[src/rtl/fb_pkg.sv]
// Shared framebuffer definitions: text geometry, clear character, arbiter state
// encoding and the cell address mapping used by every block on the text RAM.
package fb_pkg;

    localparam int COLS = 80;
    localparam int ROWS = 30;
    localparam int ADDR_W = 12;
    localparam int DATA_W = 8;
    localparam logic [7:0] CLEAR_CHAR = 8'h20;

    typedef enum logic {
        IDLE  = 1'b0,
        CLEAR = 1'b1
    } state_t;

    // row*80 + col built from two shifts so no multiplier is needed
    function automatic logic [ADDR_W-1:0] cell_addr(input logic [4:0] row, input logic [6:0] col);
        logic [ADDR_W-1:0] r;
        r = ADDR_W'(row);
        return (r << 6) + (r << 4) + ADDR_W'(col);
    endfunction

endpackage

[src/rtl/fb_cmd_fifo.sv]
// Small synchronous FIFO holding host character writes as {address, data}
// until the arbiter finds a RAM cycle the scan path does not need.
module fb_cmd_fifo #(
    parameter int WIDTH = 20,
    parameter int DEPTH = 4
) (
    input  logic                     clk,
    input  logic                     rst_n,
    input  logic                     push,
    input  logic                     pop,
    input  logic [WIDTH-1:0]         wdata,
    output logic [WIDTH-1:0]         rdata,
    output logic [$clog2(DEPTH):0]   count,
    output logic                     full,
    output logic                     empty
);

    localparam int PW = $clog2(DEPTH);
    localparam logic [PW:0] FULL_CNT = (PW+1)'(DEPTH);

    logic [WIDTH-1:0] mem [DEPTH];
    logic [PW-1:0]    wr_ptr;
    logic [PW-1:0]    rd_ptr;
    logic             do_push;
    logic             do_pop;

    assign full    = (count == FULL_CNT);
    assign empty   = (count == '0);
    assign do_push = push && !full;
    assign do_pop  = pop && !empty;
    assign rdata   = mem[rd_ptr];

    always_ff @(posedge clk) begin
        if (do_push) begin
            mem[wr_ptr] <= wdata;
        end
    end

    // DEPTH is a power of two, so the pointers wrap on their own
    always_ff @(posedge clk or negedge rst_n) begin
        if (!rst_n) begin
            wr_ptr <= '0;
            rd_ptr <= '0;
            count  <= '0;
        end else begin
            if (do_push) wr_ptr <= wr_ptr + 1'b1;
            if (do_pop)  rd_ptr <= rd_ptr + 1'b1;
            case ({do_push, do_pop})
                2'b10:   count <= count + 1'b1;
                2'b01:   count <= count - 1'b1;
                default: count <= count;
            endcase
        end
    end

endmodule

[src/rtl/fb_access_arbiter.sv]
// Shares the single-port text RAM between scan-out fetches (always first),
// the hardware clear-screen sequencer, and queued host character writes.
module fb_access_arbiter #(
    parameter int                 COLS       = fb_pkg::COLS,
    parameter int                 ROWS       = fb_pkg::ROWS,
    parameter int                 ADDR_W     = fb_pkg::ADDR_W,
    parameter int                 DATA_W     = fb_pkg::DATA_W,
    parameter int                 FIFO_DEPTH = 4,
    parameter logic [DATA_W-1:0]  CLEAR_CHAR = DATA_W'(fb_pkg::CLEAR_CHAR)
) (
    input  logic               clk,
    input  logic               rst_n,
    input  logic               scan_req,
    input  logic [ADDR_W-1:0]  scan_addr,
    output logic               scan_valid,
    output logic [DATA_W-1:0]  scan_data,
    input  logic               host_valid,
    output logic               host_ready,
    input  logic [6:0]         host_col,
    input  logic [4:0]         host_row,
    input  logic [DATA_W-1:0]  host_data,
    input  logic               clr_req,
    output logic               busy,
    output logic [7:0]         drop_cnt,
    output logic               ram_en,
    output logic               ram_we,
    output logic [ADDR_W-1:0]  ram_addr,
    output logic [DATA_W-1:0]  ram_wdata,
    input  logic [DATA_W-1:0]  ram_rdata
);

    import fb_pkg::state_t;
    import fb_pkg::IDLE;
    import fb_pkg::CLEAR;
    import fb_pkg::cell_addr;

    localparam int                 EW        = ADDR_W + DATA_W;
    localparam int                 CW        = $clog2(FIFO_DEPTH) + 1;
    localparam logic [CW-1:0]      DEPTH_L   = CW'(FIFO_DEPTH);
    localparam logic [6:0]         COLS_L    = 7'(COLS);
    localparam logic [4:0]         ROWS_L    = 5'(ROWS);
    localparam logic [ADDR_W-1:0]  LAST_CELL = ADDR_W'(COLS*ROWS - 1);

    state_t              state;
    state_t              state_nxt;
    logic [ADDR_W-1:0]   clr_ptr;
    logic [ADDR_W-1:0]   clr_ptr_nxt;
    logic                in_range;
    logic                accept;
    logic                fifo_push;
    logic                fifo_full;
    logic                fifo_empty;
    logic [CW-1:0]       fifo_count;
    logic [EW-1:0]       fifo_head;
    logic                grant_scan;
    logic                grant_clear;
    logic                grant_fifo;
    logic                rd_pend;

    assign host_ready = (fifo_count < DEPTH_L);
    assign in_range   = (host_col < COLS_L) && (host_row < ROWS_L);
    assign accept     = host_valid && host_ready;
    assign fifo_push  = accept && in_range && !fifo_full;
    assign busy       = (state == CLEAR);

    fb_cmd_fifo #(
        .WIDTH (EW),
        .DEPTH (FIFO_DEPTH)
    ) u_fifo (
        .clk   (clk),
        .rst_n (rst_n),
        .push  (fifo_push),
        .pop   (grant_fifo),
        .wdata ({ADDR_W'(cell_addr(host_row, host_col)), host_data}),
        .rdata (fifo_head),
        .count (fifo_count),
        .full  (fifo_full),
        .empty (fifo_empty)
    );

    // Host writes wait out the whole clear so they are never overwritten by it
    always_comb begin
        grant_scan  = scan_req;
        grant_clear = !scan_req && (state == CLEAR);
        grant_fifo  = !scan_req && (state == IDLE) && !fifo_empty;
        state_nxt   = state;
        clr_ptr_nxt = clr_ptr;
        case (state)
            IDLE: begin
                if (clr_req) begin
                    state_nxt   = CLEAR;
                    clr_ptr_nxt = '0;
                end
            end
            CLEAR: begin
                if (clr_req) begin
                    clr_ptr_nxt = '0;
                end else if (grant_clear) begin
                    clr_ptr_nxt = clr_ptr + 1'b1;
                    if (clr_ptr == LAST_CELL) state_nxt = IDLE;
                end
            end
            default: state_nxt = IDLE;
        endcase
    end

    always_ff @(posedge clk or negedge rst_n) begin
        if (!rst_n) begin
            state   <= IDLE;
            clr_ptr <= '0;
        end else begin
            state   <= state_nxt;
            clr_ptr <= clr_ptr_nxt;
        end
    end

    always_ff @(posedge clk or negedge rst_n) begin
        if (!rst_n) begin
            ram_en    <= 1'b0;
            ram_we    <= 1'b0;
            ram_addr  <= '0;
            ram_wdata <= '0;
        end else begin
            ram_en <= grant_scan || grant_clear || grant_fifo;
            ram_we <= grant_clear || grant_fifo;
            if (grant_scan) begin
                ram_addr <= scan_addr;
            end else if (grant_clear) begin
                ram_addr  <= clr_ptr;
                ram_wdata <= CLEAR_CHAR;
            end else if (grant_fifo) begin
                ram_addr  <= fifo_head[EW-1:DATA_W];
                ram_wdata <= fifo_head[DATA_W-1:0];
            end
        end
    end

    // RAM data arrives one cycle after the read; register it once more for the pixel pipe
    always_ff @(posedge clk or negedge rst_n) begin
        if (!rst_n) begin
            rd_pend    <= 1'b0;
            scan_valid <= 1'b0;
            scan_data  <= '0;
            drop_cnt   <= '0;
        end else begin
            rd_pend    <= ram_en && !ram_we;
            scan_valid <= rd_pend;
            if (rd_pend) scan_data <= ram_rdata;
            if (accept && !in_range && (drop_cnt != 8'hFF)) begin
                drop_cnt <= drop_cnt + 1'b1;
            end
        end
    end

endmodule

[config.mk]
export PLATFORM = sky130hd
export DESIGN_NAME = fb_access_arbiter
export DESIGN_NICKNAME = d
export VERILOG_FILES = /design/src/rtl/fb_pkg.sv /design/src/rtl/fb_cmd_fifo.sv /design/src/rtl/fb_access_arbiter.sv
export SDC_FILE = /design/constraint.sdc
export NUM_CORES = 1
export LEC_CHECK = 0
export ABC_AREA = 1
export CORE_MARGIN = 3
export CORE_UTILIZATION = 35
export DETAILED_ROUTE_END_ITERATION = 12
export SLEW_MARGIN = 15
export SYNTH_ARGS = -nofsm -noshare
export SYNTH_HDL_FRONTEND = slang
export SYNTH_SLANG_ARGS = --single-unit
[constraint.sdc]
create_clock -name clk -period 3.1 [get_ports clk]
set_input_delay 0.775 -clock clk [delete_from_list [all_inputs] [get_ports clk]]
set_output_delay 0.775 -clock clk [all_outputs]
set_load 0.02 [all_outputs]
### Word level (Yosys, flattened, before mapping)

Memories as Yosys holds them, arrays and structs flattened.
Index checks and enable logic that the tools add are counted.

* register bits after elaboration: 60
* memories kept: 1
* RAM bits: 80
* bits of input ports: 45

* magnitude comparators: 3
* multiplexer cells: 17
* equality and inequality tests: 7
* reduce and logical (&&, ||, !) cells: 26
* bitwise operators: 2
* add/sub/neg operators: 8

Memories
* u_fifo.mem: depth 4, width 20, read ports 1, clocked after memory_dff 0, wr ports 1, RTL line fb_cmd_fifo.sv:21 `logic [WIDTH-1:0] mem [DEPTH];`

Operators by type and width (number)
* two-way mux 12 bit: 6
* case mux 12 bit (2 select lines): 1
* two-way mux 8 bit: 2
* adder 11 x 9 -> 12 bit: 1
* adder 12 x 1 -> 12 bit (second input constant): 1
* adder 12 x 7 -> 12 bit: 1
* == test 12 bit (second input constant): 1
* logical AND 1 bit: 12
* adder 8 x 1 -> 8 bit (second input constant): 1
* != test 8 bit (second input constant): 1
* less-than comparator 7 bit (second input constant): 1
* two-way mux 1 bit: 6
* case mux 3 bit (2 select lines): 1
* zero test 1 bit: 5
* less-than comparator 5 bit (second input constant): 1
* adder 2 x 1 -> 2 bit (second input constant): 2
* AND reduction 2 bit: 2
* nonzero test 2 bit: 2
* adder 3 x 1 -> 3 bit (second input constant): 1
* == test 3 bit (second input constant): 1
* zero test 3 bit: 1
* logical OR 1 bit: 3
* less-than comparator 3 bit (second input constant): 1
* != test 3 x 2 -> 1 bit (second input constant): 1
* 7 further kinds: 8

### Depth between registers and ports, before layout

* depth in word-level cells: 7
* gate-level depth with buffers: 11
* mapped depth without buffers: 10

### Modules after synthesis

A second synthesis with hierarchy kept.

* cells, all modules: 606
* area total of the unflattened synthesis: 6404.9 µm²

By module, submodules not included
* fb_cmd_fifo: cells an instance 294, instances 1, area each 3649.8 µm²
* fb_access_arbiter: cells an instance 312, instances 1, area each 2755.1 µm²

### Least setup slack after synthesis

Ideal clock, no wire load.

* path type: input -> register
* start point: input host_col[5]
* end point: memory u_fifo.mem[0][0] (enable)
* path slack: 571 ps
* stages on the path: 3
* path buffers: 0
* data required time: 2703 ps
* data arrival time: 2132 ps
* setup time: 397 ps
* cells stage by stage: o21ai_0 -> nand3_1 -> nor2_1

* cells in the longest elaborated chain, start to end: 7

RTL lines
* from (decl): RTL line fb_access_arbiter.sv:19 `input logic [6:0] host_col,`
* less-than comparator 7 bit: RTL line fb_access_arbiter.sv:61 `assign in_range = (host_col < COLS_L) && (host_row < ROWS_L);`
* logical AND 1 bit: RTL line fb_access_arbiter.sv:61
* logical AND 1 bit (2 in series): RTL line fb_access_arbiter.sv:63 `assign fifo_push = accept && in_range && !fifo_full;`
* logical AND 1 bit: RTL line fb_cmd_fifo.sv:29 `assign do_push = push && !full;`
* two-way mux 1 bit: RTL line fb_cmd_fifo.sv:34 `if (do_push) begin`
* two-way mux 1 bit (not written as such): RTL line fb_cmd_fifo.sv:35 `mem[wr_ptr] <= wdata;`
* to (decl): RTL line fb_cmd_fifo.sv:21

Every way passes these cells.

### Worst setup path in the final report

* start point: input host_col[6]
* end point: memory u_fifo.mem[0][19] (data pin)

* cells in the longest elaborated chain, start to end: 1

RTL lines
* adder 12 x 7 -> 12 bit: RTL line fb_pkg.sv:20 `return (r << 6) + (r << 4) + ADDR_W'(col);`
* net u_fifo.wdata[19]: RTL line fb_cmd_fifo.sv:11 `input logic [WIDTH-1:0] wdata,`

The timed path passes the listed nets, and every way through them passes these cells.

==> results.ini <==
[critical_path]
path_max_fanout=4
startpoint_type=input pin
arrival_ns=2.73
cp-end-kind=flop
critPathRequiredTime_ns=3.26
path_class=input pin to flop

[floorplanning]
die_height_um=138.6
coreArea_um2=16880
die_w_um=138.6
floorplan.initialDensity_pct=36.44
pin_count=86
rows=47
fp.dieArea_um2=19200

[sta]
holdWs_ns=0.3661
fin_setup_tns_ns=0
period_share_pct=82.84
maxSlewViolCount=0
fin_skew_ns=0.006698
tightest_slew_ns=0.6684
period_minus_slack_ns=2.568
rsz0062_at_grt=no
hold_viol=0
setup_viol=0
relSlewSlack_pct=55.39
max_clock_freq_mhz=389.4

[synthesis]
synth.avg_cell_area_um2=10.81
synth_edf_count=80
yosys.area.top_type_share_pct=39.06
synth_seq_area_share_pct=63.47
yosys_warnings=0
synth_top_area_cell=edfxtp_1
syn-instance-count=569
synth_seq_cells=140
synth_commonest_cells=nand2_1 (93), nor2_1 (85), edfxtp_1 (80)
synth_flop_cell=edfxtp_1
synth.most_common_cell=nand2_1
synth.area.top_cells=edfxtp_1 (39%), dfrtp_1 (24%), nand2_1 (5.7%), nor2_1 (5.2%), o21ai_0 (4.3%)
syn_nets=633
async_flop_share_pct=42.86
netlist_area_um2=6151
synth.distinct_cells=35

[layout]
multi_input_area_um2=1981
layout-drive-gt1-share_pct=10.29
area_delta_synth_final_pct=28.80
nNetsFinal=731
antenna_cells=0
regArea_um2=3904
final_util_pct=46.94
nFillCells=1514

[placement]
dpl.hpwl_um=9270
io_buffers=85
routabilityCongestion=0.8894

[route]
finalWirelength_um=13740
vias=4334
post_drt_wl_per_cell_um=15.27
dr.pass1.iters=5
viasPerCell=4.816
drc=0
antenna_left=0
first_iter_violations=315

[global_routing]
grt_max_degree=61
busiest_layer=met2
grtUsageMet2_pct=23.90
gr-total-overflow=0
grt_pass1_vias=4311
gr-usage-met1_pct=19.87
antenna_found_initial=0
grtUsageMet3_pct=2.586
grt_pass1_wl_um=22860
grt_use_total_pct=14.83

[worst_hold_path]
hold_path.class=input pin to asynchronous set/reset pin

[clocking]
path_clk_slew_ns=0.06
postCtsHoldBufs=0
cts_sinks=140
numCtsBuffers=17
clk_latency_ns=0.41
clock-root-buffer=clkbuf_16
ctsResizeCount=0
post_cts_buffers=0
cts_buffer_depth=2
cts_tree=done
cts-htree-levels=4

[power_and_ir_drop]
ir_worst_vdd_mv=0.3352
power_leakage_nw=3.214
p_per_area_nw_per_um2=617.2

[flow_run]
max_cap_violations=0

[run_status]
outcome=completed

-- worst paths after layout --
| kind | slack (ns) | depth (start not counted) | endpoint | start |
|---|---|---|---|---|
| max | 0.53 | 9 | u_fifo.mem[0][19] | host_col[6] |
| min | 0.37 | 2 | clr_ptr[6] | rst_n |
| max reg2reg | 1.18 | 6 | u_fifo.count[1] | u_fifo.count[2] |
| min reg2reg | 0.42 | 1 | rd_pend | ram_we |
| max in group asynchronous | 2.45 | 2 | ram_wdata[1] | rst_n |
| min in group clk | 0.42 | 1 | rd_pend | ram_we |
-- critical path, cell delays in order --
cell and delay (ns):
clkdlybuf4s50_1 0.47, inv_1 0.06, fa_1 0.54, inv_1 0.07
fa_1 0.45, nand3_1 0.09, nand2_1 0.08, a21oi_1 0.13
nor2_1 0.08
-- sequential cells by signal (all words and copies together), names as in the netlist --
name           flops
busy               1
ram_we             1
ram_en             1
u_fifo.count       3
u_fifo.rd_ptr      2
clr_ptr           12
scan_valid         1
u_fifo.wr_ptr      2
ram_addr          12
rd_pend            1
scan_data          8
ram_wdata          8
drop_cnt           8
u_fifo.mem        80
-- logic make-up after synthesis --
group / after synthesis / synth area share (%)
muxes: 8 / 1.465
AOI/OAI and AO/OA: 104 / 9.134
buffers and inverters: 64 / 4.333
adders and majority gates: 19 / 4.231
and+or+nand+nor: 219 / 15.24
DFF: 140 / 63.47
xor gates and xnor gates: 15 / 2.136
-- through the flow --
step | std cells | power, mW | instance area, um^2 | setup WS, ns
6_report | 900 | 4.890 | 7923 | 0.5320
5_1_grt | 900 | 5.118 | 7923 | 0.3800
4_1_cts | 900 | 4.947 | 7923 | 0.5229
3_5_place_dp | 868 | 2.960 | 7338 | 0.07740
3_3_place_gp | 868 | 2.930 | 7338 | 0.1116
2_1_floorplan | 569 | 2.625 | 6151 | 0.5712
-- metal layers --
| metal | part of all wire [%] | vias to the layer above |
|---|---|---|
| li1 | - | 2140 |
| met1 | 46 | 2051 |
| met2 | 47 | 128 |
| met3 | 4.9 | 15 |
| met4 | 1.8 | 0 |
| met5 | 0 | - |
-- power breakdown --
group | switching (mW) | internal (mW) | total, mW
logic | 0.377 | 0.301 | 0.679
registers | 0.0812 | 2.15 | 2.23
clock network | 0.773 | 1.20 | 1.98
-- cell type report --
cell class / count / share of cell area (%)
Clock buffer: 18 / 5.543
Timing Repair Buffer: 99 / 12.79
Sequential cell: 140 / 49.27
Clock inverter: 14 / 1.832
Multi-Input combinational cell: 365 / 25.00
Inverter: 44 / 2.085
Tap cell: 220 / 3.474
-- layout by cell type (no fill, tap or decap), types with 9 or more instances in the layout --
cell type        netlist  routed
xor2_1                11      11
inv_1                 40      40
o22ai_1               17      17
nor2_1                85      85
clkbuf_16              0      17
nand3_1               22      22
o21ai_0               53      53
buf_4                  1       9
ha_1                  16      16
dfrtp_1               60      60
edfxtp_1              80      80
a21oi_1               24      24
clkdlybuf4s50_1        0      84
nand2_1               93      93
No activity file was read; power rests on OpenSTA's default activity.
